## src/rtl/id_ex_stage.sv

```systemverilog
// id_ex_stage: ID/EX pipeline register of the 5-stage CPU with the load-use
// hazard detector. On a load-use hazard it stalls PC and IF/ID and inserts a
// bubble into EX; a branch/jump flush squashes the instruction entering EX
// and takes priority over the stall.
// Optional build macro: ID_EX_STALL_CNT_EN adds a saturating 32-bit stall
// counter on stall_cnt_o. Without it the port and counter do not exist.
module id_ex_stage #(
    parameter int DATA_W = 32,
    parameter int REG_AW = 5
) (
    input  logic              clk_i,
    input  logic              rst_i,
    input  logic              id_regwrite_i,
    input  logic [2:0]        id_aluop_i,
    input  logic              id_alusrc_i,
    input  logic              id_regdst_i,
    input  logic              id_branch_i,
    input  logic              id_memtoreg_i,
    input  logic              id_memwrite_i,
    input  logic              id_memread_i,
    input  logic              id_jump_i,
    input  logic [DATA_W-1:0] id_pc4_i,
    input  logic [DATA_W-1:0] id_rsdata_i,
    input  logic [DATA_W-1:0] id_rtdata_i,
    input  logic [DATA_W-1:0] id_imm_i,
    input  logic [REG_AW-1:0] id_rs_i,
    input  logic [REG_AW-1:0] id_rt_i,
    input  logic [REG_AW-1:0] id_rd_i,
    input  logic [5:0]        id_funct_i,
    input  logic              flush_i,
    output logic              ex_regwrite_o,
    output logic [2:0]        ex_aluop_o,
    output logic              ex_alusrc_o,
    output logic              ex_regdst_o,
    output logic              ex_branch_o,
    output logic              ex_memtoreg_o,
    output logic              ex_memwrite_o,
    output logic              ex_memread_o,
    output logic              ex_jump_o,
    output logic [DATA_W-1:0] ex_pc4_o,
    output logic [DATA_W-1:0] ex_rsdata_o,
    output logic [DATA_W-1:0] ex_rtdata_o,
    output logic [DATA_W-1:0] ex_imm_o,
    output logic [REG_AW-1:0] ex_rs_o,
    output logic [REG_AW-1:0] ex_rt_o,
    output logic [REG_AW-1:0] ex_rd_o,
    output logic [5:0]        ex_funct_o,
    output logic              ex_valid_o,
`ifdef ID_EX_STALL_CNT_EN
    output logic [31:0]       stall_cnt_o,
`endif
    output logic              stall_o
);

    logic hazard;
    logic loadEn;

    // Load-use detection against the load sitting in EX; a bubble has rt=0
    // and valid=0, so it can never raise a hazard.
    // NOTE: every always_comb output gets a default first so no latch is inferred.
    always_comb begin
        hazard = 1'b0;
        if (ex_memread_o && ex_valid_o && (ex_rt_o != '0) &&
            ((ex_rt_o == id_rs_i) || (ex_rt_o == id_rt_i))) begin
            hazard = 1'b1;
        end
    end

    // A flushed instruction is discarded anyway, so holding PC/IF-ID for it
    // would only waste a cycle: flush masks the stall.
    assign stall_o = hazard & ~flush_i;
    assign loadEn  = ~flush_i & ~hazard;

    // Pipeline register: load the ID instruction, or an all-zero bubble on
    // flush or hazard.
    // NOTE: sequential state uses non-blocking assignments so every register
    // samples pre-edge values regardless of statement order.
    always_ff @(posedge clk_i or negedge rst_i) begin
        if (!rst_i) begin
            ex_regwrite_o <= 1'b0;
            ex_aluop_o    <= '0;
            ex_alusrc_o   <= 1'b0;
            ex_regdst_o   <= 1'b0;
            ex_branch_o   <= 1'b0;
            ex_memtoreg_o <= 1'b0;
            ex_memwrite_o <= 1'b0;
            ex_memread_o  <= 1'b0;
            ex_jump_o     <= 1'b0;
            ex_pc4_o      <= '0;
            ex_rsdata_o   <= '0;
            ex_rtdata_o   <= '0;
            ex_imm_o      <= '0;
            ex_rs_o       <= '0;
            ex_rt_o       <= '0;
            ex_rd_o       <= '0;
            ex_funct_o    <= '0;
            ex_valid_o    <= 1'b0;
        end else begin
            ex_regwrite_o <= loadEn & id_regwrite_i;
            ex_aluop_o    <= loadEn ? id_aluop_i  : '0;
            ex_alusrc_o   <= loadEn & id_alusrc_i;
            ex_regdst_o   <= loadEn & id_regdst_i;
            ex_branch_o   <= loadEn & id_branch_i;
            ex_memtoreg_o <= loadEn & id_memtoreg_i;
            ex_memwrite_o <= loadEn & id_memwrite_i;
            ex_memread_o  <= loadEn & id_memread_i;
            ex_jump_o     <= loadEn & id_jump_i;
            ex_pc4_o      <= loadEn ? id_pc4_i    : '0;
            ex_rsdata_o   <= loadEn ? id_rsdata_i : '0;
            ex_rtdata_o   <= loadEn ? id_rtdata_i : '0;
            ex_imm_o      <= loadEn ? id_imm_i    : '0;
            ex_rs_o       <= loadEn ? id_rs_i     : '0;
            ex_rt_o       <= loadEn ? id_rt_i     : '0;
            ex_rd_o       <= loadEn ? id_rd_i     : '0;
            ex_funct_o    <= loadEn ? id_funct_i  : '0;
            ex_valid_o    <= loadEn;
        end
    end

`ifdef ID_EX_STALL_CNT_EN
    // Count stall cycles, saturating at all-ones; flush cycles never stall.
    always_ff @(posedge clk_i or negedge rst_i) begin
        if (!rst_i) begin
            stall_cnt_o <= '0;
        end else if (stall_o && (stall_cnt_o != 32'hFFFF_FFFF)) begin
            stall_cnt_o <= stall_cnt_o + 32'd1;
        end
    end
`endif

endmodule

```

## config.mk

```make
export PLATFORM = sky130hd
export DESIGN_NAME = id_ex_stage
export DESIGN_NICKNAME = d
export VERILOG_FILES = /design/src/rtl/id_ex_stage.sv
export SDC_FILE = /design/constraint.sdc
export NUM_CORES = 1
export LEC_CHECK = 0
export ABC_AREA = 1
export CAP_MARGIN = 30
export CORE_MARGIN = 2
export CORE_UTILIZATION = 38
export CTS_CLUSTER_DIAMETER = 200
export CTS_CLUSTER_SIZE = 25
export DETAILED_ROUTE_END_ITERATION = 16
export GPL_TIMING_DRIVEN = 0
export PLACE_DENSITY = 0.86
export SLEW_MARGIN = 0
export SYNTH_ARGS = -nofsm -noshare
export SYNTH_HDL_FRONTEND = slang
export SYNTH_SLANG_ARGS = --single-unit
```

## constraint.sdc

```tcl
create_clock -name clk_i -period 2 [get_ports clk_i]
set_input_delay 0.5 -clock clk_i [delete_from_list [all_inputs] [get_ports clk_i]]
set_output_delay 0.5 -clock clk_i [all_outputs]
set_load 0.05 [all_outputs]
```

==> insert_results.sql <==
INSERT INTO impl_metrics (metric_group, metric, value, unit) VALUES
('setup_path', 'worstSetupEndpointType', 'output port', ''),
('yosys', 'synth_area_leader_cell', 'sky130_fd_sc_hd__dfrtp_1', ''),
('cts', 'cts_max_path_buffers', '2', ''),
('drt', 'vias', '4488', ''),
('finish', 'synthToLayoutAreaGrowth', '71.2', '%'),
('finish', 'final_nets', '1054', ''),
('sta', 'final.setup.worst_slack', '-0.103', 'ns'),
('cts', 'clock_tree_from_tritoncts', 'built', ''),
('place', 'hpwl', '12000', 'um'),
('outcome', 'violations', 'negative setup slack', ''),
('drt', 'ant_nets', '0', ''),
('drt', 'detail_route.drc_violations', '0', ''),
('floorplan', 'starting_density', '38.6', '%'),
('hold_path', 'hold_path.class', 'in -> async', ''),
('power_and_ir_drop', 'vdd.ir_drop.worst', '509', 'uV'),
('finish', 'layout.filler_cells', '1119', ''),
('place', 'placedCellCount', '1055', ''),
('sta', 'final.setup.tns', '-0.103', 'ns'),
('setup_path', 'timing.critical_path.to', 'stall_o', ''),
('grt', 'globalRoute.totalOverflow', '0', ''),
('grt', 'antenna_found_initial', '2', ''),
('yosys', 'netlist.area_leader.share', '72.3', '%'),
('drt', 'via_per_inst', '4.12', ''),
('yosys', 'syn-cell-area', '5570', 'sq um'),
('power_and_ir_drop', 'powerDensity', '891', 'nW/um^2'),
('cts', 'h_tree_level_count', '4', ''),
('sta', 'hold-worst-slack', '0.0713', 'ns'),
('run', 'drv.max_cap_violation_count', '0', ''),
('setup_path', 'worstReg2RegEnd', 'ex_imm_o[15]', ''),
('sta', 'maxClockFrequency', '476', 'MHz'),
('setup_path', 'cp.arrival', '1.60', 'ns'),
('setup_path', 'worstRegToRegCells', '11', ''),
('setup_path', 'regToRegSetupSlack', '0.17', 'ns'),
('floorplan', 'die_area', '15600', 'sq um'),
('finish', 'final_util', '66.1', '%'),
('sta', 'worst_slew_pin_slew', '0.650', 'ns'),
('setup_path', 'cp.required', '1.50', 'ns'),
('drt', 'routed_wirelength', '15700', 'um'),
('yosys', 'yosysWarningCount', '0', ''),
('sta', 'post-route-min-period', '2.10', 'ns'),
('finish', 'fraction_of_layout_instances_using_a_drive_strength_above_1', '6.75', '%'),
('sta', 'timing.clock.skew', '0.00750', 'ns'),
('setup_path', 'worst-path-max-fanout', '6', ''),
('finish', 'stdcell_count', '1090', ''),
('finish', 'layout.cells.most_common', 'sky130_fd_sc_hd__dlygate4sd2_1', ''),
('cts', 'clk_root_buffer_cell', 'sky130_fd_sc_hd__clkbuf_16', ''),
('cts', 'cts_buffers', '17', ''),
('finish', 'most_frequent_cells_in_the_layout', 'sky130_fd_sc_hd__dlygate4sd2_1 (169), sky130_fd_sc_hd__nor2_1 (166), sky130_fd_sc_hd__inv_1 (163)', ''),
('drt', 'dr.first_iter.drc_count', '107', ''),
('grt', 'grt_usage', '20.7', '%'),
('place', 'buffer_ports.inserted', '324', ''),
('drt', 'wl_per_cell', '14.4', 'um'),
('sta', 'finalSetupViolCount', '1', ''),
('setup_path', 'criticalPathCategory', 'reg -> out', ''),
('power_and_ir_drop', 'power.leakage', '5.54', 'nW'),
('floorplan', 'boundaryPins', '325', ''),
('yosys', 'synth_area_leaders', 'sky130_fd_sc_hd__dfrtp_1 (72%), sky130_fd_sc_hd__nor2_1 (11%), sky130_fd_sc_hd__inv_1 (11%)', ''),
('drt', 'dr.pass1.iters', '4', ''),
('floorplan', 'die_height', '125', 'um'),
('sta', 'slew_viol_final', '0', ''),
('yosys', 'ff_latch_count_synth', '161', ''),
('cts', 'insertion_delay', '0.42', 'ns'),
('yosys', 'syn-num-nets', '709', ''),
('setup_path', 'crit_start', 'ex_rt_o[0]', ''),
('outcome', 'outcome', 'complete, but fails checks', ''),
('grt', 'grt_start_max_net_pins', '92', ''),
('floorplan', 'design.core.area', '14400', 'sq um'),
('sta', 'slew_headroom', '56.7', '%'),
('yosys', 'seq_area_frac_synth', '72.3', '%'),
('yosys', 'synth.avg_cell_area', '10.2', 'sq um'),
('cts', 'cts_sinks', '161', '');
==> final cells by class <==
| type | count | area, sq um | share of cell area [%] |
|---|---|---|---|
| repair buffers | 326 | 3080 | 32.3 |
| clock inverters | 10 | 174 | 1.82 |
| multi-input cells | 199 | 778 | 8.16 |
| inverters | 169 | 634 | 6.65 |
| flip-flops and latches | 161 | 4030 | 42.3 |
| well taps | 184 | 230 | 2.41 |
| diodes | 2 | 5.00 | 0.0525 |
| plain buffers | 17 | 140 | 1.47 |
| clock buffers | 22 | 464 | 4.87 |
==> layer usage <==
metal	routed length [um]	vias to the layer above	GRT usage (%)	share of wire, %
met1	5550	2068	21.0	35
met3	1400	31	8.30	8.9
li1	-	2174	-	-
met2	8320	215	37.5	53
met4	456	0	8.76	2.9
met5	0	-	0	0
==> what timing repair did <==
| action | 4_1_cts | 5_1_grt |
|---|---|---|
| pin swaps | 7 | 9 |
| setup buffers | 1 | 0 |
| resized for setup | 178 | 6 |
| setup endpoints to repair | 162 | 23 |
==> stage by stage <==
step	area (sq um)	power (mW)
3_3_place_gp	9050	5.17
4_1_cts	9520	8.57
2_1_floorplan	5580	4.38
6_report	9540	8.49
3_5_place_dp	9080	5.21
5_1_grt	9530	8.82
==> cells in the mapped netlist <==
library cell and count:
sky130_fd_sc_hd__clkinv_1 1, sky130_fd_sc_hd__nor3_1 1, sky130_fd_sc_hd__inv_1 164, sky130_fd_sc_hd__nor2_1 167
sky130_fd_sc_hd__dfrtp_1 161, sky130_fd_sc_hd__buf_6 6, sky130_fd_sc_hd__nand2_2 1, sky130_fd_sc_hd__nand3_1 4
sky130_fd_sc_hd__buf_8 1, sky130_fd_sc_hd__xnor2_1 2, sky130_fd_sc_hd__buf_2 7, sky130_fd_sc_hd__nand2_1 24
sky130_fd_sc_hd__buf_4 3, sky130_fd_sc_hd__inv_2 4
==> worst min-delay path by stage <==
| stage | to | slack [ns] | start | cells after the start |
|---|---|---|---|---|
| after floorplan | ex_aluop_o[0] | 0.20 | rst_i | 0 |
| after global placement | ex_rsdata_o[13] | 1.02 | id_rsdata_i[13] | 3 |
| after detailed placement | ex_pc4_o[23] | 0.54 | rst_i | 1 |
| after CTS | ex_pc4_o[23] | 0.09 | rst_i | 1 |
| after global routing | ex_pc4_o[23] | 0.11 | rst_i | 1 |
| final | ex_pc4_o[23] | 0.07 | rst_i | 1 |
==> cell families (layout without fill, tap and decap cells) <==
logic type / count (synthesis) / after routing / synth area share (%)
buf+inv: 186 / 544 / 13.9
simple gates: 197 / 197 / 13.4
xor+xnor: 2 / 2 / 0.315
flops: 161 / 161 / 72.3
other cells: 0 / 2 / 0
==> critical path: stages, from the launching register on <==
cell and delay (ns):
sky130_fd_sc_hd__dfrtp_2 0.45, sky130_fd_sc_hd__nor2_1 0.10, sky130_fd_sc_hd__nor2_1 0.05, sky130_fd_sc_hd__nor2_1 0.09, sky130_fd_sc_hd__nand3_1 0.07, sky130_fd_sc_hd__nand2_1 0.09, sky130_fd_sc_hd__nand2_2 0.08, sky130_fd_sc_hd__nor2_4 0.10
sky130_fd_sc_hd__buf_8 0.15
==> flip-flops by register name, indices dropped and copies added (netlist names) <==
| register | count |
|---|---|
| ex_aluop_o | 3 |
| ex_alusrc_o | 1 |
| ex_branch_o | 1 |
| ex_funct_o | 6 |
| ex_imm_o | 32 |
| ex_jump_o | 1 |
| ex_memread_o | 1 |
| ex_memtoreg_o | 1 |
| ex_memwrite_o | 1 |
| ex_pc4_o | 32 |
| ex_rd_o | 5 |
| ex_regdst_o | 1 |
| ex_regwrite_o | 1 |
| ex_rs_o | 5 |
| ex_rsdata_o | 32 |
| ex_rt_o | 5 |
| ex_rtdata_o | 32 |
| ex_valid_o | 1 |
==> power by group <==
| part | internal [mW] | switching [mW] |
|---|---|---|
| Combinational | 0.532 | 0.990 |
| Clock | 2.18 | 1.32 |
| Sequential | 3.43 | 0.0510 |
(Power assumes the default switching activity.)
